## config.mk

```make
export PLATFORM = sky130hd
export DESIGN_NAME = conv_mac_sequencer_flat
export DESIGN_NICKNAME = d
export VERILOG_FILES = /design/src/rtl/conv_mac_sequencer_pkg.sv /design/src/rtl/conv_mac_sequencer_if.sv /design/src/rtl/conv_mac_sequencer_addr_gen.sv /design/src/rtl/conv_mac_sequencer.sv /design/src/flat_wrapper.sv
export SDC_FILE = /design/constraint.sdc
export NUM_CORES = 1
export LEC_CHECK = 0
export ABC_CLOCK_PERIOD_IN_PS = 8000
export CORE_ASPECT_RATIO = 2
export CORE_MARGIN = 1
export CORE_UTILIZATION = 46
export CTS_CLUSTER_DIAMETER = 200
export DETAILED_ROUTE_END_ITERATION = 16
export GPL_ROUTABILITY_DRIVEN = 0
export PLACE_DENSITY = 0.86
export SYNTH_ARGS = -nofsm -noshare
export SYNTH_HDL_FRONTEND = slang
export SYNTH_SLANG_ARGS = --single-unit
```

## constraint.sdc

```tcl
create_clock -name clk -period 8 [get_ports clk]
set_input_delay 1.6 -clock clk [delete_from_list [all_inputs] [get_ports clk]]
set_output_delay 1.6 -clock clk [all_outputs]
set_load 0.005 [all_outputs]
```

## src/rtl/conv_mac_sequencer_pkg.sv

```systemverilog
// Shared state type and address-width helpers for the convolution MAC sequencer.
package conv_pkg;

  typedef enum logic [2:0] {
    S_IDLE,
    S_LOAD,
    S_DRAIN,
    S_OUT,
    S_DONE
  } state_t;

  localparam int DEF_INW  = 16;
  localparam int DEF_OUTW = 64;
  localparam int DEF_R    = 8;
  localparam int DEF_K    = 3;

  // A one-entry memory still needs a one-bit address port.
  function automatic int addr_w(input int depth);
    return (depth <= 1) ? 1 : $clog2(depth);
  endfunction

  function automatic int x_addr_w(input int r);
    return addr_w(r * r);
  endfunction

  function automatic int w_addr_w(input int k);
    return addr_w(k * k);
  endfunction

  function automatic int y_addr_w(input int r, input int k);
    return addr_w((r - k + 1) * (r - k + 1));
  endfunction

  function automatic int num_outputs(input int r, input int k);
    return (r - k + 1) * (r - k + 1);
  endfunction

endpackage

```

## src/rtl/conv_mac_sequencer_if.sv

```systemverilog
// Bundle of control, memory, MAC and result-stream signals around the sequencer.
interface conv_mac_sequencer_if import conv_pkg::*; #(
  parameter int INW  = DEF_INW,
  parameter int OUTW = DEF_OUTW,
  parameter int R    = DEF_R,
  parameter int K    = DEF_K
);

  logic                           start;
  logic signed [INW-1:0]          bias;
  logic                           busy;
  logic                           done;
  logic [x_addr_w(R)-1:0]         x_addr;
  logic signed [INW-1:0]          x_rdata;
  logic [w_addr_w(K)-1:0]         w_addr;
  logic signed [INW-1:0]          w_rdata;
  logic signed [INW-1:0]          mac_input0;
  logic signed [INW-1:0]          mac_input1;
  logic signed [INW-1:0]          mac_init_value;
  logic                           mac_init_acc;
  logic                           mac_input_valid;
  logic signed [OUTW-1:0]         mac_out;
  logic signed [OUTW-1:0]         y_data;
  logic [y_addr_w(R, K)-1:0]      y_addr;
  logic                           y_valid;
  logic                           y_ready;

  modport master (
    input  start, bias, x_rdata, w_rdata, mac_out, y_ready,
    output busy, done, x_addr, w_addr, mac_input0, mac_input1,
           mac_init_value, mac_init_acc, mac_input_valid,
           y_data, y_addr, y_valid
  );

  modport slave (
    output start, bias, x_rdata, w_rdata, mac_out, y_ready,
    input  busy, done, x_addr, w_addr, mac_input0, mac_input1,
           mac_init_value, mac_init_acc, mac_input_valid,
           y_data, y_addr, y_valid
  );

endinterface

```

## src/rtl/conv_mac_sequencer_addr_gen.sv

```systemverilog
// Output-position and kernel-tap counters with the derived image, weight and result addresses.
module conv_addr_gen import conv_pkg::*; #(
  parameter int R = DEF_R,
  parameter int K = DEF_K
) (
  input  logic                      clk,
  input  logic                      reset,
  input  logic                      clear,
  input  logic                      tap_step,
  input  logic                      out_step,
  output logic [x_addr_w(R)-1:0]    x_addr,
  output logic [w_addr_w(K)-1:0]    w_addr,
  output logic [y_addr_w(R, K)-1:0] y_addr,
  output logic                      first_tap,
  output logic                      last_tap,
  output logic                      last_output
);

  localparam int CW = x_addr_w(R);
  localparam int WW = w_addr_w(K);
  localparam int YW = y_addr_w(R, K);
  localparam logic [CW-1:0] K_LAST = CW'(K - 1);
  localparam logic [CW-1:0] O_LAST = CW'(R - K);
  localparam logic [YW-1:0] Y_LAST = YW'(num_outputs(R, K) - 1);

  // Every counter fits in the image address width since all are below R*R.
  logic [CW-1:0] orow, ocol, kr, kc;

  always_ff @(posedge clk or posedge reset) begin
    if (reset) begin
      orow <= '0;
      ocol <= '0;
      kr   <= '0;
      kc   <= '0;
    end else if (clear) begin
      orow <= '0;
      ocol <= '0;
      kr   <= '0;
      kc   <= '0;
    end else begin
      if (tap_step) begin
        if (kc == K_LAST) begin
          kc <= '0;
          kr <= (kr == K_LAST) ? '0 : kr + CW'(1);
        end else begin
          kc <= kc + CW'(1);
        end
      end
      if (out_step) begin
        if (ocol == O_LAST) begin
          ocol <= '0;
          orow <= (orow == O_LAST) ? '0 : orow + CW'(1);
        end else begin
          ocol <= ocol + CW'(1);
        end
      end
    end
  end

  assign x_addr      = (orow + kr) * CW'(R) + ocol + kc;
  assign w_addr      = WW'(kr * CW'(K) + kc);
  assign y_addr      = YW'(orow * CW'(R - K + 1) + ocol);
  assign first_tap   = (kr == '0) && (kc == '0);
  assign last_tap    = (kr == K_LAST) && (kc == K_LAST);
  assign last_output = (y_addr == Y_LAST);

endmodule

```

## src/rtl/conv_mac_sequencer.sv

```systemverilog
// FSM, MAC-issue delay and result register driving a pipelined MAC across a full convolution.
// Define CONV_RELU_EN to clamp negative accumulations to zero when the result is captured.
module conv_mac_sequencer import conv_pkg::*; #(
  parameter int R = DEF_R,
  parameter int K = DEF_K
) (
  input  logic                  clk,
  input  logic                  reset,
  conv_mac_sequencer_if.master  bus
);

  localparam int XW = x_addr_w(R);
  localparam int WW = w_addr_w(K);
  localparam int YW = y_addr_w(R, K);

  state_t         state, next_state;
  logic [1:0]     drain_cnt;
  logic           issue, accept, out_hs, drain_end;
  logic           first_tap, last_tap, last_output;
  logic [XW-1:0]  x_addr;
  logic [WW-1:0]  w_addr;
  logic [YW-1:0]  y_addr;

  conv_addr_gen #(.R(R), .K(K)) u_addr_gen (
    .clk         (clk),
    .reset       (reset),
    .clear       (accept),
    .tap_step    (issue),
    .out_step    (out_hs),
    .x_addr      (x_addr),
    .w_addr      (w_addr),
    .y_addr      (y_addr),
    .first_tap   (first_tap),
    .last_tap    (last_tap),
    .last_output (last_output)
  );

  assign bus.x_addr     = x_addr;
  assign bus.w_addr     = w_addr;
  assign bus.y_addr     = y_addr;
  assign bus.mac_input0 = bus.x_rdata;
  assign bus.mac_input1 = bus.w_rdata;

  always_ff @(posedge clk or posedge reset) begin
    if (reset) state <= S_IDLE;
    else       state <= next_state;
  end

  always_comb begin
    next_state = state;
    case (state)
      S_IDLE:  if (accept) next_state = S_LOAD;
      S_LOAD:  if (last_tap) next_state = S_DRAIN;
      S_DRAIN: if (drain_end) next_state = S_OUT;
      S_OUT:   if (out_hs) next_state = last_output ? S_DONE : S_LOAD;
      S_DONE:  next_state = S_IDLE;
      default: next_state = S_IDLE;
    endcase
  end

  // The third DRAIN cycle is the last one; the MAC holds the full sum by then.
  always_comb begin
    issue     = 1'b0;
    accept    = 1'b0;
    out_hs    = 1'b0;
    drain_end = 1'b0;
    bus.busy  = 1'b0;
    bus.done  = 1'b0;
    case (state)
      S_IDLE:  accept = bus.start;
      S_LOAD:  begin issue = 1'b1; bus.busy = 1'b1; end
      S_DRAIN: begin drain_end = (drain_cnt == 2'd2); bus.busy = 1'b1; end
      S_OUT:   begin out_hs = bus.y_valid && bus.y_ready; bus.busy = 1'b1; end
      S_DONE:  bus.done = 1'b1;
      default: ;
    endcase
  end

  // Issue is delayed one cycle to line up with the synchronous memory read data.
  always_ff @(posedge clk or posedge reset) begin
    if (reset) begin
      drain_cnt           <= 2'd0;
      bus.mac_input_valid <= 1'b0;
      bus.mac_init_acc    <= 1'b0;
      bus.mac_init_value  <= '0;
      bus.y_data          <= '0;
      bus.y_valid         <= 1'b0;
    end else begin
      drain_cnt           <= (state == S_DRAIN) ? drain_cnt + 2'd1 : 2'd0;
      bus.mac_input_valid <= issue;
      bus.mac_init_acc    <= issue && first_tap;
      if (accept) bus.mac_init_value <= bus.bias;
      if (drain_end) begin
`ifdef CONV_RELU_EN
        bus.y_data <= bus.mac_out[$bits(bus.mac_out)-1] ? '0 : bus.mac_out;
`else
        bus.y_data <= bus.mac_out;
`endif
        bus.y_valid <= 1'b1;
      end else if (out_hs) begin
        bus.y_valid <= 1'b0;
      end
    end
  end

endmodule

```

## src/flat_wrapper.sv

```systemverilog
// flat-port wrapper written by rule: the top's interface ports become plain ports
module conv_mac_sequencer_flat import conv_pkg::*;
#(
  parameter int R = DEF_R,
  parameter int K = DEF_K
)
  (clk, reset, bus_start, bus_bias, bus_x_rdata, bus_w_rdata, bus_mac_out, bus_y_ready, bus_busy, bus_done, bus_x_addr, bus_w_addr, bus_mac_input0, bus_mac_input1, bus_mac_init_value, bus_mac_init_acc, bus_mac_input_valid, bus_y_data, bus_y_addr, bus_y_valid);
  conv_mac_sequencer_if #(.INW(16), .OUTW(64), .R(R), .K(K)) bus_i ();
  input  logic clk;
  input  logic reset;
  input wire logic [$bits(bus_i.start)-1:0] bus_start;
  input wire logic [$bits(bus_i.bias)-1:0] bus_bias;
  input wire logic [$bits(bus_i.x_rdata)-1:0] bus_x_rdata;
  input wire logic [$bits(bus_i.w_rdata)-1:0] bus_w_rdata;
  input wire logic [$bits(bus_i.mac_out)-1:0] bus_mac_out;
  input wire logic [$bits(bus_i.y_ready)-1:0] bus_y_ready;
  output wire logic [$bits(bus_i.busy)-1:0] bus_busy;
  output wire logic [$bits(bus_i.done)-1:0] bus_done;
  output wire logic [$bits(bus_i.x_addr)-1:0] bus_x_addr;
  output wire logic [$bits(bus_i.w_addr)-1:0] bus_w_addr;
  output wire logic [$bits(bus_i.mac_input0)-1:0] bus_mac_input0;
  output wire logic [$bits(bus_i.mac_input1)-1:0] bus_mac_input1;
  output wire logic [$bits(bus_i.mac_init_value)-1:0] bus_mac_init_value;
  output wire logic [$bits(bus_i.mac_init_acc)-1:0] bus_mac_init_acc;
  output wire logic [$bits(bus_i.mac_input_valid)-1:0] bus_mac_input_valid;
  output wire logic [$bits(bus_i.y_data)-1:0] bus_y_data;
  output wire logic [$bits(bus_i.y_addr)-1:0] bus_y_addr;
  output wire logic [$bits(bus_i.y_valid)-1:0] bus_y_valid;
  assign bus_i.start = bus_start;
  assign bus_i.bias = bus_bias;
  assign bus_i.x_rdata = bus_x_rdata;
  assign bus_i.w_rdata = bus_w_rdata;
  assign bus_i.mac_out = bus_mac_out;
  assign bus_i.y_ready = bus_y_ready;
  assign bus_busy = bus_i.busy;
  assign bus_done = bus_i.done;
  assign bus_x_addr = bus_i.x_addr;
  assign bus_w_addr = bus_i.w_addr;
  assign bus_mac_input0 = bus_i.mac_input0;
  assign bus_mac_input1 = bus_i.mac_input1;
  assign bus_mac_init_value = bus_i.mac_init_value;
  assign bus_mac_init_acc = bus_i.mac_init_acc;
  assign bus_mac_input_valid = bus_i.mac_input_valid;
  assign bus_y_data = bus_i.y_data;
  assign bus_y_addr = bus_i.y_addr;
  assign bus_y_valid = bus_i.y_valid;
  conv_mac_sequencer #(.R(R), .K(K)) u_core (.clk(clk), .reset(reset), .bus(bus_i));
endmodule
```

==> key figures <==
Placement
  • HPWL after DPL: between 10 and 15 mm
  • Number of I/O port buffers: 184

Pwr
  • Overall Power: between 2 and 2.5 mW
  • Clock power frac: about a quarter
  • Sw frac: approximately 34%
  • Leakage: 3.61 nW
  • Internal Power: 1.38 mW
  • Seq pwr share: about a third
  • Net load switching power: roughly 0.70 mW
  • P per Cell Area: about 270 nW/µm²
  • Comb pwr share: 41.4%
  • Worst VDD drop: ~0.25 mV

Cells and area
  • Filler cells: a little over 900
  • Multi-input gate area: roughly 2500 µm²
  • Final nets: between 700 and 800
  • Layout area overhead: 36.3%
  • Ratio of cells with drive above 1 in the final layout: between 10% and 20%
  • Diode count: 0
  • Sequential cell area: 2800 µm²

Die
  • CORE AREA: approximately 12,000 µm²
  • Initial Util: a little under half
  • Die Y: about 160 µm
  • Die area: 13,000 µm²
  • Die W: a little over 80 µm
  • Row count: 57
  • IO Count: roughly 250

Critical path
  • CP max FO: 9
  • Worst EP required: roughly 6.4 ns
  • Critical path class: reg2out
  • CP startpoint kind: flop
  • Critical Path End Type: output pin
  • Crit path DAT: 3.33 ns

Clock network
  • Hold-fix buffers, CTS: 0
  • Total CTS buffers: 9
  • CTS tree: built
  • Worst-skew pair later-pin latency: about 0.35 ns
  • Cts repair resizes: 0
  • CTS sink cnt: ~110
  • Clock buffer depth: 2
  • H-tree levels: 3
  • # Post-CTS Setup Buffers: 0
  • Root Driver: clkbuf_16
  • Clock transition at path regs: roughly 0.07 ns

Synth
  • Avg Inst Size Synth: about 12 µm²
  • Yosys top cell area share: approximately 50%
  • Synthesized flop and latch total: between 100 and 150
  • Top post-synthesis cells by area: dfrtp_1 49%, mux2_2 16%, ha_1 7.0%
  • Post-synth top area cell: dfrtp_1
  • Post-synthesis cell area: about 5700 µm²
  • Ys Warns: 0
  • EDFF count, synth: 0
  • Synth async-reset ratio: 100%
  • Distinct cells, synth: 54
  • Ys flop type: dfrtp_1
  • Syn nets: around 640
  • Register area share after synthesis: 48.8%
  • Synthesized instance count: 479

GRT
  • Vias in the first global route: approximately 4,700
  • Met1 GRT Util: approximately 22%
  • Met3 global-route usage: 5.14%
  • M2 GR Usage: between 40% and 50%
  • Largest net degree at the start of global routing: 82
  • Initial antenna violation count: 0
  • Busiest grt layer: met2
  • First-pass GRT wire length: 22.8 mm
  • Total global-route track usage: between 20% and 30%
  • Total gr overflow: 0

STA
  • Worst slew margin: roughly 27%
  • Fmax: slightly above 0.2 GHz
  • Period utilization: between 60% and 70%
  • Clock skew: roughly 0.014 ns
  • Min Tclk post-route: roughly 5 ns
  • Max-slew violations: 0
  • RSZ-0062 raised after global routing: no
  • Final setup violation count: 0
  • TNS Setup: 0 ns
  • Worst-Margin Slew: roughly 1.1 ns
  • Final Hold Violating Endpoints: 0

Drt
  • Vias/cell: approximately 5.4
  • Drt pass-1 iters: 4
  • Drt total wl: 14.5 mm
  • Final ANT Viol Nets: 0
  • WL/cell: roughly 19 µm
  • 1st-iter DRT viols: 210
  • Drt drc: 0
  • Vias: 4,208

Status
  • Status: finished, final reports clean

Worst hold path
  • Worst Hold Class: reg2reg

Run
  • MaxCap Viol Count: 0
==> power groups by stage <==
stage	combinational [mW]	sequential, mW	clock (mW)
floorplan	0.468	0.716	0
global placement	0.829	0.736	0
detailed placement	0.862	0.743	0
CTS	0.867	0.732	0.499
global route	0.948	0.745	0.519
finish	0.862	0.733	0.486
==> stage by stage <==
| stage | instances | setup WS, ns | cell area, µm² | util [%] | hold WS, ns |
|---|---|---|---|---|---|
| 3_3_place_gp | 765 | 3.48 | 7490 | 61.8 | 0.418 |
| 6_report | 781 | 3.07 | 7830 | 64.5 | 0.449 |
| 4_1_cts | 781 | 3.06 | 7830 | 64.5 | 0.446 |
| 3_5_place_dp | 765 | 3.42 | 7490 | 61.8 | 0.436 |
| 2_1_floorplan | 479 | 3.44 | 5740 | - | 0.408 |
| 5_1_grt | 781 | 2.92 | 7830 | 64.5 | 0.477 |
==> final timing paths <==
check | slack (ns) | end | startpoint | cells past startpoint
worst max-delay path | 3.07 | bus_x_addr[5] | u_core.u_addr_gen.kr[0] | 9
worst min-delay path | 0.45 | u_core.drain_cnt[0] | u_core.drain_cnt[0] | 1
worst max register to register | 5.09 | u_core.state[2] | u_core.u_addr_gen.orow[0] | 10
worst min register to register | 0.45 | u_core.drain_cnt[0] | u_core.drain_cnt[0] | 1
max in group asynchronous | 5.02 | u_core.bus.y_data[2] | reset | 3
min in group asynchronous | 1.59 | u_core.bus.y_data[42] | reset | 2
==> worst max-delay path: stages (launching register included) <==
cell and delay, ns:
dfrtp_1 0.50, ha_1 0.25, fa_1 0.48, inv_1 0.06, fa_1 0.54, inv_1 0.04
ha_1 0.31, a21oi_1 0.17, xnor2_1 0.13, clkdlybuf4s50_1 0.51
==> area by class of cell <==
| class | instances | share of cell area (%) |
|---|---|---|
| multi-input cells | 284 | 32.0 |
| well taps | 147 | 2.35 |
| clock buffers | 9 | 2.88 |
| inverters | 35 | 1.71 |
| flip-flops and latches | 112 | 35.8 |
| repair buffers | 187 | 23.8 |
| clock inverters | 7 | 1.39 |
==> logic make-up (layout without fill, tap and decap cells) <==
kind of cell	Yosys count	in the layout	share of synthesized area, %
flops	112	112	48.8
simple gates	84	84	7.96
buf+inv	83	238	7.74
mux	81	81	15.9
compound gates	59	59	6.58
fa+ha+maj	41	41	10.1
xor+xnor	19	19	2.90
==> placed cells by master, fill, tap and decap left out, types with 2 or more instances in the layout <==
master and count:
buf_4 3, and2_1 3, nand4_1 4, nor3_1 3
nor2b_1 5, inv_1 33, xnor2_1 17, xor2_1 2
mux2_2 80, nor4bb_1 2, nand2b_1 3, clkbuf_16 9
ha_1 32, nor2_1 22, o21ai_0 14, a22o_1 2
nand2_1 14, dfrtp_1 112, nand3_1 9, clkdlybuf4s50_1 184
a211o_1 2, o22ai_1 2, and3_1 4, or3_1 2
fa_1 9, inv_8 2, a21oi_1 17, o31ai_1 5
or2_2 2, a21o_1 5, clkinv_8 3
==> per-layer routing <==
layer	routed length, µm	up-vias
li1	-	1902
met1	4610	2063
met2	8120	170
met3	915	73
met4	886	0
met5	0	-
==> Yosys cell counts (4+ instances only) <==
cell type and n:
nor2b_1 5, nand3_1 9, nand2_1 14, o31ai_1 5, fa_1 9, nand4_1 4
ha_1 32, xnor2_1 17, inv_1 34, a21oi_1 17, buf_4 33, buf_2 7
mux2_2 80, and3_1 4, o21ai_0 14, dfrtp_1 112, nor2_1 23, clkbuf_1 6
a21o_1 5
==> registers in the layout (all words and copies together), names as in the netlist, 2 cells and up <==
name / cells
u_core.bus.y_data: 64
u_core.bus.mac_init_value: 16
u_core.u_addr_gen.kc: 6
u_core.u_addr_gen.kr: 6
u_core.u_addr_gen.ocol: 6
u_core.u_addr_gen.orow: 6
u_core.state: 3
u_core.drain_cnt: 2
Note: power is estimated with default switching activity, not from simulation.
